--- src/rtl/mini_src_pkg.sv ---
// Shared opcode, ALU-code, state and control-word definitions for the Mini SRC control path.
package mini_src_pkg;

  localparam logic [4:0] OP_LD   = 5'b00000, OP_LDI  = 5'b00001, OP_ST   = 5'b00010;
  localparam logic [4:0] OP_ADD  = 5'b00011, OP_SUB  = 5'b00100, OP_AND  = 5'b00101;
  localparam logic [4:0] OP_OR   = 5'b00110, OP_SHR  = 5'b00111, OP_SHRA = 5'b01000;
  localparam logic [4:0] OP_SHL  = 5'b01001, OP_ROR  = 5'b01010, OP_ROL  = 5'b01011;
  localparam logic [4:0] OP_ADDI = 5'b01100, OP_ANDI = 5'b01101, OP_ORI  = 5'b01110;
  localparam logic [4:0] OP_MUL  = 5'b01111, OP_DIV  = 5'b10000, OP_NEG  = 5'b10001;
  localparam logic [4:0] OP_NOT  = 5'b10010, OP_BR   = 5'b10011, OP_JR   = 5'b10100;
  localparam logic [4:0] OP_JAL  = 5'b10101, OP_IN   = 5'b10110, OP_OUT  = 5'b10111;
  localparam logic [4:0] OP_MFHI = 5'b11000, OP_MFLO = 5'b11001, OP_NOP  = 5'b11010;
  localparam logic [4:0] OP_HALT = 5'b11011;

  localparam logic [4:0] ALU_ADD = OP_ADD, ALU_AND = OP_AND, ALU_OR = OP_OR;
  localparam logic [4:0] ALU_INC = 5'b11111;

  typedef enum logic [3:0] {
    S_RESET = 4'd0, S_T0 = 4'd1, S_T1 = 4'd2, S_T2 = 4'd3, S_T3 = 4'd4,
    S_T4 = 4'd5, S_T5 = 4'd6, S_T6 = 4'd7, S_T7 = 4'd8, S_HALT = 4'd9
  } state_t;

  typedef struct packed {
    logic [4:0] alu;
    logic       run;
    logic Pout, MDROut, ZHIout, ZLOout, HIout, LOout, Cout, InPortout, Rout, BAout;
    logic Pen, MARen, MDRen, IRen, Yen, Zen, HIen, LOen, Rin, ConIn, OutPorten;
    logic Read, Write, Gra, Grb, Grc;
  } ctrl_word_t;

  // Final execute state of each instruction; T2 means the instruction has no execute phase.
  function automatic state_t last_state(input logic [4:0] op);
    case (op)
      OP_LD, OP_ST:                                   last_state = S_T7;
      OP_MUL, OP_DIV, OP_BR:                          last_state = S_T6;
      OP_LDI, OP_ADD, OP_SUB, OP_AND, OP_OR, OP_SHR, OP_SHRA,
      OP_SHL, OP_ROR, OP_ROL, OP_ADDI, OP_ANDI, OP_ORI: last_state = S_T5;
      OP_NEG, OP_NOT:                                 last_state = S_T4;
      OP_JR, OP_IN, OP_OUT, OP_MFHI, OP_MFLO:         last_state = S_T3;
      OP_NOP, OP_JAL:                                 last_state = S_T2;
      default:                                        last_state = S_T2;
    endcase
  endfunction

endpackage

--- src/rtl/ctrl_out_decode.sv ---
// Combinational control-word decode from {state, opcode, con_ff}; no storage.
module ctrl_out_decode
  import mini_src_pkg::*;
#(
  parameter bit RESET_PC_ST = 1'b0
) (
  input  state_t     i_state,
  input  logic [4:0] i_op,
  input  logic       i_con_ff,
  output ctrl_word_t o_cw
);

  always_comb begin
    o_cw     = '0;
    o_cw.run = 1'b1;
    case (i_state)
      S_RESET: o_cw.Pen = RESET_PC_ST;
      S_T0: begin o_cw.Pout = 1'b1; o_cw.MARen = 1'b1; o_cw.Zen = 1'b1; o_cw.alu = ALU_INC; end
      S_T1: begin o_cw.ZLOout = 1'b1; o_cw.Pen = 1'b1; o_cw.Read = 1'b1; o_cw.MDRen = 1'b1; end
      S_T2: begin o_cw.MDROut = 1'b1; o_cw.IRen = 1'b1; end
      S_HALT: o_cw.run = 1'b0;
      S_T3, S_T4, S_T5, S_T6, S_T7: begin
        case (i_op)
          OP_LD, OP_LDI, OP_ST: begin
            case (i_state)
              S_T3: begin o_cw.Grb = 1'b1; o_cw.BAout = 1'b1; o_cw.Yen = 1'b1; end
              S_T4: begin o_cw.Cout = 1'b1; o_cw.Zen = 1'b1; o_cw.alu = ALU_ADD; end
              S_T5: begin
                o_cw.ZLOout = 1'b1;
                if (i_op == OP_LDI) begin o_cw.Gra = 1'b1; o_cw.Rin = 1'b1; end
                else                o_cw.MARen = 1'b1;
              end
              S_T6: begin
                o_cw.MDRen = 1'b1;
                if (i_op == OP_LD) o_cw.Read = 1'b1;
                else if (i_op == OP_ST) begin o_cw.Gra = 1'b1; o_cw.Rout = 1'b1; end
              end
              S_T7: begin
                if (i_op == OP_LD) begin o_cw.MDROut = 1'b1; o_cw.Gra = 1'b1; o_cw.Rin = 1'b1; end
                else if (i_op == OP_ST) o_cw.Write = 1'b1;
              end
              default: ;
            endcase
          end
          OP_ADD, OP_SUB, OP_AND, OP_OR, OP_SHR, OP_SHRA, OP_SHL, OP_ROR, OP_ROL,
          OP_MUL, OP_DIV: begin
            case (i_state)
              S_T3: begin o_cw.Grb = 1'b1; o_cw.Rout = 1'b1; o_cw.Yen = 1'b1; end
              S_T4: begin o_cw.Grc = 1'b1; o_cw.Rout = 1'b1; o_cw.Zen = 1'b1; o_cw.alu = i_op; end
              S_T5: begin
                o_cw.ZLOout = 1'b1;
                if (i_op == OP_MUL || i_op == OP_DIV) o_cw.LOen = 1'b1;
                else begin o_cw.Gra = 1'b1; o_cw.Rin = 1'b1; end
              end
              S_T6: if (i_op == OP_MUL || i_op == OP_DIV) begin o_cw.ZHIout = 1'b1; o_cw.HIen = 1'b1; end
              default: ;
            endcase
          end
          OP_ADDI, OP_ANDI, OP_ORI: begin
            case (i_state)
              S_T3: begin o_cw.Grb = 1'b1; o_cw.Rout = 1'b1; o_cw.Yen = 1'b1; end
              S_T4: begin
                o_cw.Cout = 1'b1; o_cw.Zen = 1'b1;
                o_cw.alu  = (i_op == OP_ADDI) ? ALU_ADD : (i_op == OP_ANDI) ? ALU_AND : ALU_OR;
              end
              S_T5: begin o_cw.ZLOout = 1'b1; o_cw.Gra = 1'b1; o_cw.Rin = 1'b1; end
              default: ;
            endcase
          end
          OP_NEG, OP_NOT: begin
            case (i_state)
              S_T3: begin o_cw.Grb = 1'b1; o_cw.Rout = 1'b1; o_cw.Zen = 1'b1; o_cw.alu = i_op; end
              S_T4: begin o_cw.ZLOout = 1'b1; o_cw.Gra = 1'b1; o_cw.Rin = 1'b1; end
              default: ;
            endcase
          end
          OP_BR: begin
            case (i_state)
              S_T3: begin o_cw.Gra = 1'b1; o_cw.Rout = 1'b1; o_cw.ConIn = 1'b1; end
              S_T4: begin o_cw.Pout = 1'b1; o_cw.Yen = 1'b1; end
              S_T5: begin o_cw.Cout = 1'b1; o_cw.Zen = 1'b1; o_cw.alu = ALU_ADD; end
              // The only output that follows con_ff combinationally: taken-branch PC load.
              S_T6: begin o_cw.ZLOout = 1'b1; o_cw.Pen = i_con_ff; end
              default: ;
            endcase
          end
          OP_JR:   if (i_state == S_T3) begin o_cw.Gra = 1'b1; o_cw.Rout = 1'b1; o_cw.Pen = 1'b1; end
          OP_IN:   if (i_state == S_T3) begin o_cw.InPortout = 1'b1; o_cw.Gra = 1'b1; o_cw.Rin = 1'b1; end
          OP_OUT:  if (i_state == S_T3) begin o_cw.Gra = 1'b1; o_cw.Rout = 1'b1; o_cw.OutPorten = 1'b1; end
          OP_MFHI: if (i_state == S_T3) begin o_cw.HIout = 1'b1; o_cw.Gra = 1'b1; o_cw.Rin = 1'b1; end
          OP_MFLO: if (i_state == S_T3) begin o_cw.LOout = 1'b1; o_cw.Gra = 1'b1; o_cw.Rin = 1'b1; end
          default: ;
        endcase
      end
      default: ;
    endcase
  end

endmodule

--- src/rtl/control_unit.sv ---
// Mini SRC control sequencer: state register and next-state logic; outputs decoded from state.
module control_unit
  import mini_src_pkg::*;
#(
  parameter bit RESET_PC_ST = 1'b0
) (
  input  logic        clk,
  input  logic        clr,
  input  logic [31:0] ir,
  input  logic        con_ff,
  output logic        run,
  output logic [3:0]  state,
  output logic [4:0]  alu_control,
  output logic        Pout, MDROut, ZHIout, ZLOout, HIout, LOout, Cout, InPortout, Rout, BAout,
  output logic        Pen, MARen, MDRen, IRen, Yen, Zen, HIen, LOen, Rin, ConIn, OutPorten,
  output logic        Read, Write,
  output logic        Gra, Grb, Grc
);

  state_t     r_state;
  ctrl_word_t w_cw;
  logic [4:0] w_op;
  logic       w_unused_ir;

  assign w_op        = ir[31:27];
  assign w_unused_ir = ^ir[26:0];

  // The T2 exit needs the opcode of the word being fetched, so ir must carry it by the end of T2.
  always_ff @(posedge clk) begin
    if (clr) begin
      r_state <= S_RESET;
    end else begin
      case (r_state)
        S_RESET: r_state <= S_T0;
        S_T0:    r_state <= S_T1;
        S_T1:    r_state <= S_T2;
        S_T2: begin
          if (w_op == OP_HALT)              r_state <= S_HALT;
          else if (last_state(w_op) == S_T2) r_state <= S_T0;
          else                               r_state <= S_T3;
        end
        S_HALT:  r_state <= S_HALT;
        default: r_state <= (r_state >= last_state(w_op)) ? S_T0 : state_t'(r_state + 4'd1);
      endcase
    end
  end

  ctrl_out_decode #(.RESET_PC_ST(RESET_PC_ST)) u_dec (
    .i_state  (r_state),
    .i_op     (w_op),
    .i_con_ff (con_ff),
    .o_cw     (w_cw)
  );

  assign state       = r_state;
  assign run         = w_cw.run;
  assign alu_control = w_cw.alu;
  assign Pout = w_cw.Pout;   assign MDROut = w_cw.MDROut;     assign ZHIout = w_cw.ZHIout;
  assign ZLOout = w_cw.ZLOout; assign HIout = w_cw.HIout;     assign LOout = w_cw.LOout;
  assign Cout = w_cw.Cout;   assign InPortout = w_cw.InPortout; assign Rout = w_cw.Rout;
  assign BAout = w_cw.BAout;
  assign Pen = w_cw.Pen;     assign MARen = w_cw.MARen;       assign MDRen = w_cw.MDRen;
  assign IRen = w_cw.IRen;   assign Yen = w_cw.Yen;           assign Zen = w_cw.Zen;
  assign HIen = w_cw.HIen;   assign LOen = w_cw.LOen;         assign Rin = w_cw.Rin;
  assign ConIn = w_cw.ConIn; assign OutPorten = w_cw.OutPorten;
  assign Read = w_cw.Read;   assign Write = w_cw.Write;
  assign Gra = w_cw.Gra;     assign Grb = w_cw.Grb;           assign Grc = w_cw.Grc;

endmodule

--- config.mk ---
export PLATFORM = sky130hd
export DESIGN_NAME = control_unit
export DESIGN_NICKNAME = d
export VERILOG_FILES = /design/src/rtl/mini_src_pkg.sv /design/src/rtl/ctrl_out_decode.sv /design/src/rtl/control_unit.sv
export SDC_FILE = /design/constraint.sdc
export NUM_CORES = 1
export LEC_CHECK = 0
export ABC_AREA = 0
export CAP_MARGIN = 20
export CORE_UTILIZATION = 30
export CTS_CLUSTER_DIAMETER = 200
export CTS_CLUSTER_SIZE = 10
export DETAILED_ROUTE_END_ITERATION = 12
export PLACE_DENSITY = 0.67
export REMOVE_ABC_BUFFERS = 1
export SLEW_MARGIN = 10
export SYNTH_ARGS = -nofsm -noshare
export SYNTH_HDL_FRONTEND = slang
export SYNTH_SLANG_ARGS = --single-unit
--- constraint.sdc ---
create_clock -name clk -period 4.3 [get_ports clk]
set_clock_uncertainty 0.05 [all_clocks]
set_input_delay 1.29 -clock clk [delete_from_list [all_inputs] [get_ports clk]]
set_output_delay 1.29 -clock clk [all_outputs]
set_load 0.03 [all_outputs]
==> results.sh, run 1 <==
export IMPL_multi_input_area_um2=1140
export IMPL_yosysWarnings=0
export IMPL_dr_pass1_iters=4
export IMPL_max_stage_delay_ns=0.35
export IMPL_slew_viol_final=0
export IMPL_drt_vias_per_instance=5.43
export IMPL_min_from="state[0]"
export IMPL_cap_violations=0
export IMPL_crit_arrival_ns=2.90
export IMPL_syn_avg_cell_area_um2=6.74
export IMPL_cts_sinks=4
export IMPL_hold_buffers=0
export IMPL_overflow=0
export IMPL_worstPathRequired_ns=2.96
export IMPL_p_seq_frac=0.097
export IMPL_place_area_um2=1860
export IMPL_power_density_nw_per_um2=351
export IMPL_synth_top_cell_by_area="ha_1"
export IMPL_seq_area_frac_synth=0.0672
export IMPL_p_sw_mw=0.382
export IMPL_largest_reg_flops=4
export IMPL_fin_area_um2=2070
export IMPL_maxClockFrequency_mhz=236
export IMPL_cts_root_buf="clkbuf_8"
export IMPL_grt_max_degree=16
export IMPL_path_buf_inv=5
export IMPL_numCtsBuffers=3
export IMPL_cp_common_cell="buf_4"
export IMPL_pwr_share_comb=0.796
export IMPL_synth_common_cells="nand2_1, nor2_1, o21ai_0"
export IMPL_maxSlewHeadroom=0.618
export IMPL_routedWlPerCell_um=14.8
export IMPL_regToRegSetupSlack_ns=2.20
export IMPL_slowest_stage="or3_4"
export IMPL_p_int_mw=0.344
export IMPL_wl_um=4470
export IMPL_drtIter0Drc=71
export IMPL_die_y_um=65.0
export IMPL_start_kind="input port"
export IMPL_swShare=0.526
export IMPL_syn_area_um2=1190
export IMPL_ys_dominant_reg_cell="dfxtp_1"
export IMPL_die_w_um=65.0
export IMPL_startpoint="ir[29]"
export IMPL_critPathKind="in2out"
export IMPL_dpl_worst_slack_ns=-0.441
export IMPL_clk_latency_ns=0.22
export IMPL_yosysMostFrequentCell="nand2_1"
export IMPL_ant_nets=0
export IMPL_clock_power_share=0.107
export IMPL_drive_above_1_share=0.406
export IMPL_drc=0
export IMPL_synth_seq_cells=4
export IMPL_hpwl_um=3260
export IMPL_track_usage=0.222
export IMPL_num_vias=1640
export IMPL_postSynthCellCount=177
export IMPL_htree_levels=1
export IMPL_synthArstFlopShare=0
export IMPL_fin_crit_ns=4.24
export IMPL_clkSlewWorstSetupHoldPaths_ns=0.03
export IMPL_core_area_um2=3740
export IMPL_timing_rr_start="state[0]"
export IMPL_dieArea_um2=4230
export IMPL_worst_slack_ns=0.0572
export IMPL_grt_pass1_vias=1552
export IMPL_hold_path_class="reg2reg"
export IMPL_initial_core_util=0.319
export IMPL_crit_fanout=7
export IMPL_fillCellCount=385
export IMPL_antenna_found_initial=0
export IMPL_setup_violations=0
export IMPL_synth_edf_count=0
export IMPL_clk_path_buf_depth=2
export IMPL_crit_chain="dlygate4sd2_1 -> buf_6 -> buf_4 -> or3_4 -> buf_4 -> nor4b_1 -> buf_4"
export IMPL_rsz0062_at_grt="no"
export IMPL_p_leak_nw=0.904
export IMPL_num_io_pins=71
export IMPL_grt_pass1_wl_um=7410
export IMPL_ys_types=52
export IMPL_hold_violations=0
export IMPL_yosys_top_cells_area="ha_1, nand2_1, dfxtp_1, o21ai_0, nor2_1"
export IMPL_peakVddDrop_uv=260
export IMPL_gp_congestion=0.886
export IMPL_insertedDiodeCount=0
export IMPL_num_nets_final=303
export IMPL_cp_end_kind="output pin"
export IMPL_cts_tree="yes"
export IMPL_area_growth_pct=73.5
export IMPL_fin_crit_sh=0.987
export IMPL_seqCellArea_um2=80.1
export IMPL_io_buffers=43
export IMPL_status="completed"
export IMPL_synth_top_cell_area_share=0.126
export IMPL_critPathTopFamily="buffers and inverters"
export IMPL_worst_slew_pin_slew_ns=0.558
export IMPL_std_cell_rows=22
## area by class of cell
cell class | count | area share
tap | 48 | 0.0290
sequential | 4 | 0.0387
timing repair buffer | 86 | 0.339
multi-input combinational | 151 | 0.554
clock buffer | 3 | 0.0200
inverter | 10 | 0.0194
## power by group through the flow
stage | clock (mW) | sequential, mW | combinational, mW
2_1_floorplan | 0 | 0.0841 | 0.320
3_3_place_gp | 0 | 0.0698 | 0.548
3_5_place_dp | 0 | 0.0691 | 0.551
4_1_cts | 0.0807 | 0.0690 | 0.571
5_1_grt | 0.0851 | 0.0721 | 0.625
6_report | 0.0779 | 0.0702 | 0.578
## stage by stage
step,power [mW],TNS (ns),std cells,hold slack (ns),util
floorplan,0.404,-0.563,165,0.672,-
global placement,0.618,-4.97,297,0.590,0.496
detailed placement,0.620,-4.85,297,0.579,0.496
CTS,0.720,0,302,0.588,0.536
global route,0.782,0,302,0.618,0.552
finish,0.726,0,302,0.599,0.552
## cell usage in the layout (no fill, tap or decap), drive strengths merged, types with 2 or more instances in the layout
cell           instances
buf                   71
nand2                 22
nor2                  16
o21ai                 15
ha                    12
a21oi                 10
inv                    9
clkdlybuf4s50          8
nor3                   8
o31ai                  6
or3                    6
dlygate4sd2            5
dfxtp                  4
nand3b                 4
and2                   4
clkbuf                 4
nor2b                  3
nand2b                 3
o32ai                  3
nor4b                  3
a31oi                  2
a2111o                 2
o221ai                 2
nor4                   2
a22oi                  2
o22ai                  2
nand3                  2
or3b                   2
a32oi                  2
and3b                  2
## worst min-delay path, stage by stage (launching register included)
cell	delay [ns]
dfxtp_1	0.36
o21a_1	0.13
o2bb2ai_1	0.12
## timing repair
| action | 4_1_cts | 5_1_grt |
|---|---|---|
| setup buffers | 1 | 0 |
| gates resized for setup | 39 | 14 |
| pin swaps | 5 | 4 |
| setup endpoints to repair | 18 | 6 |
| gates cloned | 1 | 0 |
## final timing paths
check,end,depth (start not counted)
setup reg to reg,state[3],6
hold / removal,state[0],2
setup / recovery,Write,7
hold reg to reg,state[0],2
## cell families (layout without fill, tap and decap cells)
logic type | after synthesis | count (layout) | share of synthesized area
AO/OA/AOI/OAI | 55 | 55 | 0.323
XOR/XNOR | 1 | 1 | 0.00735
buffers and inverters | 22 | 99 | 0.0871
AND/OR/NAND/NOR | 82 | 82 | 0.380
adder cells (fa/ha/maj) | 12 | 12 | 0.126
multiplexers | 1 | 1 | 0.00944
flip-flops | 4 | 4 | 0.0672
## per-layer routing
metal / vias to the layer above / global-route usage / part of all wire / routed length [µm]
li1: 819 / - / - / -
met3: 4 / 0.0282 / 0.072 / 320
met1: 758 / 0.319 / 0.47 / 2080
met5: - / 0 / 0 / 0
met2: 59 / 0.348 / 0.46 / 2040
met4: 0 / 0.0462 / 0.0063 / 28
Power figures use the tool's default switching activity.
==> run 2, diff against run 1 <==
--- a/config.mk
+++ b/config.mk
@@ -11,7 +11,7 @@
 export CTS_CLUSTER_DIAMETER = 200
 export CTS_CLUSTER_SIZE = 10
 export DETAILED_ROUTE_END_ITERATION = 12
-export PLACE_DENSITY = 0.67
+export DONT_BUFFER_PORTS = 1
 export REMOVE_ABC_BUFFERS = 1
 export SLEW_MARGIN = 10
 export SYNTH_ARGS = -nofsm -noshare
==> results.sh, run 2 (same netlist as run 1, synthesis figures left out) <==
export IMPL_status="completed"
export IMPL_core_area_um2=3740
export IMPL_num_io_pins=71
export IMPL_io_buffers=0
export IMPL_worstPathRequired_ns=2.96
export IMPL_maxClockFrequency_mhz=242
export IMPL_start_kind="input port"
export IMPL_fin_crit_ns=4.14
export IMPL_insertedDiodeCount=0
export IMPL_dr_pass1_iters=4
export IMPL_regToRegSetupSlack_ns=1.96
export IMPL_worst_slack_ns=0.159
export IMPL_hpwl_um=2860
export IMPL_std_cell_rows=22
export IMPL_layout_commonest_cell="buf_4"
export IMPL_max_stage_delay_ns=0.44
export IMPL_p_leak_nw=0.604
export IMPL_cap_violations=0
export IMPL_clk_path_buf_depth=2
export IMPL_overflow=0
export IMPL_timing_rr_start="state[0]"
export IMPL_grt_max_degree=21
export IMPL_min_delay_worst_endpoint="state[0]"
export IMPL_maxSlewHeadroom=0.539
export IMPL_hold_path_class="reg2reg"
export IMPL_drtIter0Drc=122
export IMPL_cts_sinks=4
export IMPL_fin_area_um2=1470
export IMPL_place_area_um2=1430
export IMPL_worst_slew_pin_slew_ns=0.690
export IMPL_crit_chain="inv_1 -> ha_1 -> nor3_2 -> a2111o_1 -> a21oi_1 -> or3_1 -> buf_12"
export IMPL_setup_violations=0
export IMPL_power_density_nw_per_um2=420
export IMPL_r2r_cells=6
export IMPL_dpl_worst_slack_ns=0.184
export IMPL_slew_viol_final=0
export IMPL_num_vias=1449
export IMPL_crit_arrival_ns=2.80
export IMPL_fin_crit_sh=0.963
export IMPL_drc=0
export IMPL_crit_fanout=4
export IMPL_r2r_end="state[1]"
export IMPL_hold_buffers=0
export IMPL_ant_nets=0
export IMPL_numCtsBuffers=3
export IMPL_die_w_um=65.0
export IMPL_largest_reg_flops=4
export IMPL_finish_utilization=0.393
export IMPL_critPathTopFamily="simple AND/OR/NAND/NOR gates"
export IMPL_dieArea_um2=4230
export IMPL_gp_congestion=0.874
export IMPL_hold_path_depth=2
export IMPL_startpoint="ir[27]"
export IMPL_initial_core_util=0.319
export IMPL_cts_root_buf="clkbuf_8"
export IMPL_num_nets_final=248
export IMPL_drive_above_1_share=0.221
export IMPL_critPathKind="in2out"
export IMPL_htree_levels=1
export IMPL_fillCellCount=440
export IMPL_grt_pass1_wl_um=6240
export IMPL_clk_latency_ns=0.21
export IMPL_area_growth_pct=23.5
export IMPL_final_cell_count_no_fill=247
export IMPL_cp_num_cells=7
export IMPL_grt_pass1_vias=1313
export IMPL_cts_setup_buffers=0
export IMPL_post_cts_resized=0
export IMPL_clkSlewWorstSetupHoldPaths_ns=0.03
export IMPL_rsz0062_at_grt="no"
export IMPL_track_usage=0.184
export IMPL_antenna_found_initial=0
export IMPL_peakVddDrop_uv=222
export IMPL_slowest_stage="or3_1"
export IMPL_wl_um=3770
export IMPL_routedWlPerCell_um=15.3
export IMPL_drt_vias_per_instance=5.87
export IMPL_cp_end_kind="output pin"
export IMPL_place_inst=244
export IMPL_most_common_layout_cells="buf_4, nand2_1, nor2_1"
export IMPL_hold_violations=0
export IMPL_path_buf_inv=2
export IMPL_die_y_um=65.0
export IMPL_cts_tree="yes"
export IMPL_min_from="state[0]"
==> run 2: how the worst max path moves through the flow <==
stage / to / slack, ns
3_5_place_dp: Rout / 0.18
3_3_place_gp: Rout / 0.20
2_1_floorplan: Rout / -0.25
5_1_grt: Rout / 0.08
6_report: Rout / 0.16
4_1_cts: Rout / 0.18
==> run 2: worst reg2reg max path: stages (launching register included) <==
cell and delay [ns]:
dfxtp_1 0.60, inv_1 0.16, ha_1 0.31, nand2b_1 0.14, a2111oi_0 0.51, nor2_1 0.17
o32ai_1 0.29
==> run 2: power by group <==
group	internal (mW)	switching, mW	total, mW	leakage [nW]
registers	0.0480	0.0376	0.0856	0.0329
logic	0.168	0.288	0.455	0.549
clock network	0.0596	0.0180	0.0775	0.0216
==> run 2: area by class of cell <==
type / instances / area (µm²) / share of cell area
repair buffers: 31 / 245 / 0.167
flip-flops and latches: 4 / 80.1 / 0.0544
well taps: 48 / 60.1 / 0.0408
multi-input cells: 151 / 1010 / 0.685
inverters: 10 / 37.5 / 0.0255
clock buffers: 3 / 41.3 / 0.0280
==> run 2: metrics by stage <==
stage                     TNS (ns)  hold slack [ns]  power (mW)
after floorplan             -0.563            0.672       0.404
after global placement           0            0.742       0.540
after detailed placement         0            0.754       0.542
after CTS                        0            0.760       0.623
after global routing             0            0.782       0.667
final                            0            0.747       0.619
==> run 2: per-layer routing <==
| metal | global-route usage | vias up | share of wire |
|---|---|---|---|
| met5 | 0 | - | 0 |
| met4 | 0.0326 | 0 | 0.0072 |
| met3 | 0.0387 | 4 | 0.085 |
| met1 | 0.248 | 665 | 0.45 |
| li1 | - | 706 | - |
| met2 | 0.301 | 74 | 0.45 |
==> run 3, diff against run 2 <==
--- a/config.mk
+++ b/config.mk
@@ -12,6 +12,7 @@
 export CTS_CLUSTER_SIZE = 10
 export DETAILED_ROUTE_END_ITERATION = 12
 export DONT_BUFFER_PORTS = 1
+export PLACE_DENSITY_LB_ADDON = 0.25
 export REMOVE_ABC_BUFFERS = 1
 export SLEW_MARGIN = 10
 export SYNTH_ARGS = -nofsm -noshare
==> results.sh, run 3 (same netlist as run 1, synthesis figures left out) <==
export IMPL_status="completed"
export IMPL_overflow=0
export IMPL_max_stage_delay_ns=0.36
export IMPL_drtIter0Drc=119
export IMPL_post_cts_resized=0
export IMPL_crit_chain="inv_1 -> ha_1 -> nor3_2 -> buf_4 -> nor2_1 -> o221a_1 -> or3_1 -> buf_12"
export IMPL_clkSlewWorstSetupHoldPaths_ns=0.04
export IMPL_gp_congestion=0.797
export IMPL_cap_violations=0
export IMPL_path_buf_inv=3
export IMPL_grt_pass1_vias=1377
export IMPL_fin_crit_sh=0.949
export IMPL_clk_latency_ns=0.23
export IMPL_htree_levels=1
export IMPL_io_buffers=0
export IMPL_power_density_nw_per_um2=421
export IMPL_routedWlPerCell_um=16.1
export IMPL_cts_setup_buffers=0
export IMPL_power_mw=0.625
export IMPL_critPathKind="in2out"
export IMPL_setup_violations=0
export IMPL_std_cell_rows=22
export IMPL_num_vias=1418
export IMPL_critPathTopFamily="simple AND/OR/NAND/NOR gates"
export IMPL_rsz0062_at_grt="no"
export IMPL_largest_reg_flops=4
export IMPL_worst_slew_pin_slew_ns=0.681
export IMPL_num_nets_final=249
export IMPL_maxClockFrequency_mhz=245
export IMPL_die_y_um=65.0
export IMPL_num_io_pins=71
export IMPL_most_common_layout_cells="buf_4, nand2_1, nor2_1"
export IMPL_antenna_found_initial=0
export IMPL_crit_arrival_ns=2.74
export IMPL_maxSlewHeadroom=0.545
export IMPL_slowest_stage="or3_1"
export IMPL_hold_violations=0
export IMPL_core_area_um2=3740
export IMPL_insertedDiodeCount=0
export IMPL_grt_max_degree=21
export IMPL_numCtsBuffers=3
export IMPL_slew_viol_final=0
export IMPL_clk_path_buf_depth=2
export IMPL_layout_commonest_cell="buf_4"
export IMPL_drc=0
export IMPL_initial_core_util=0.319
export IMPL_cts_tree="yes"
export IMPL_peakVddDrop_uv=275
export IMPL_track_usage=0.204
export IMPL_dieArea_um2=4230
export IMPL_die_w_um=65.0
export IMPL_area_growth_pct=24.7
export IMPL_hold_path_class="reg2reg"
export IMPL_fillCellCount=436
export IMPL_grt_pass1_wl_um=6730
export IMPL_cp_end_kind="output pin"
export IMPL_hpwl_um=2900
export IMPL_place_area_um2=1450
export IMPL_p_leak_nw=0.609
export IMPL_ant_nets=0
export IMPL_worstPathRequired_ns=2.96
export IMPL_dr_pass1_iters=4
export IMPL_cts_sinks=4
export IMPL_cts_root_buf="clkbuf_8"
export IMPL_fin_area_um2=1490
export IMPL_wl_um=3990
export IMPL_hold_buffers=0
export IMPL_drt_vias_per_instance=5.72
export IMPL_drive_above_1_share=0.230
export IMPL_fin_crit_ns=4.08
export IMPL_start_kind="input port"
export IMPL_crit_fanout=5
## run 3: cell types whose count changed in the layout (fill, tap and decap cells not counted)
cell / previous run / this run
nor4b_1: 3 / 2
nor4b_2: 0 / 1
buf_4: 30 / 31
## run 3: metrics by stage
stage / worst slack [ns] / cells / TNS (ns) / hold WS (ns) / utilization
floorplan: -0.250 / 165 / -0.563 / 0.672 / -
global placement: 0.214 / 245 / 0 / 0.726 / 0.386
detailed placement: 0.207 / 245 / 0 / 0.718 / 0.386
CTS: 0.215 / 248 / 0 / 0.727 / 0.397
global route: 0.0789 / 248 / 0 / 0.776 / 0.397
finish: 0.218 / 248 / 0 / 0.719 / 0.397
## run 3: where the power goes
| group | switching, mW | internal, mW |
|---|---|---|
| clock network | 0.0223 | 0.0599 |
| registers | 0.0331 | 0.0479 |
| logic | 0.294 | 0.169 |
## run 3: cell type report
cell class                      count  area [µm²]  share of cell area
Clock buffer                        3        41.3              0.0278
Inverter                           10        37.5              0.0253
Multi-Input combinational cell    151        1010               0.683
Sequential cell                     4        80.1              0.0539
Tap cell                           48        60.1              0.0404
Timing Repair Buffer               32         253               0.170
## run 3: worst paths after layout
check	start	to	slack, ns	cells after the start
max	ir[27]	Rout	0.22	8
min	state[0]	state[0]	0.72	2
max reg2reg	state[0]	state[1]	1.88	6
min reg2reg	state[0]	state[0]	0.72	2
## run 3: layer usage
layer,GRT usage,vias up,routed length [µm]
met4,0.0571,0,44
li1,-,707,-
met2,0.314,51,1800
met3,0.0352,5,247
met5,0,-,0
met1,0.288,655,1900
## run 3: tightest hold or removal path: stages (launching register included)
cell	delay, ns
dfxtp_1	0.45
o21a_1	0.17
o2bb2ai_1	0.12
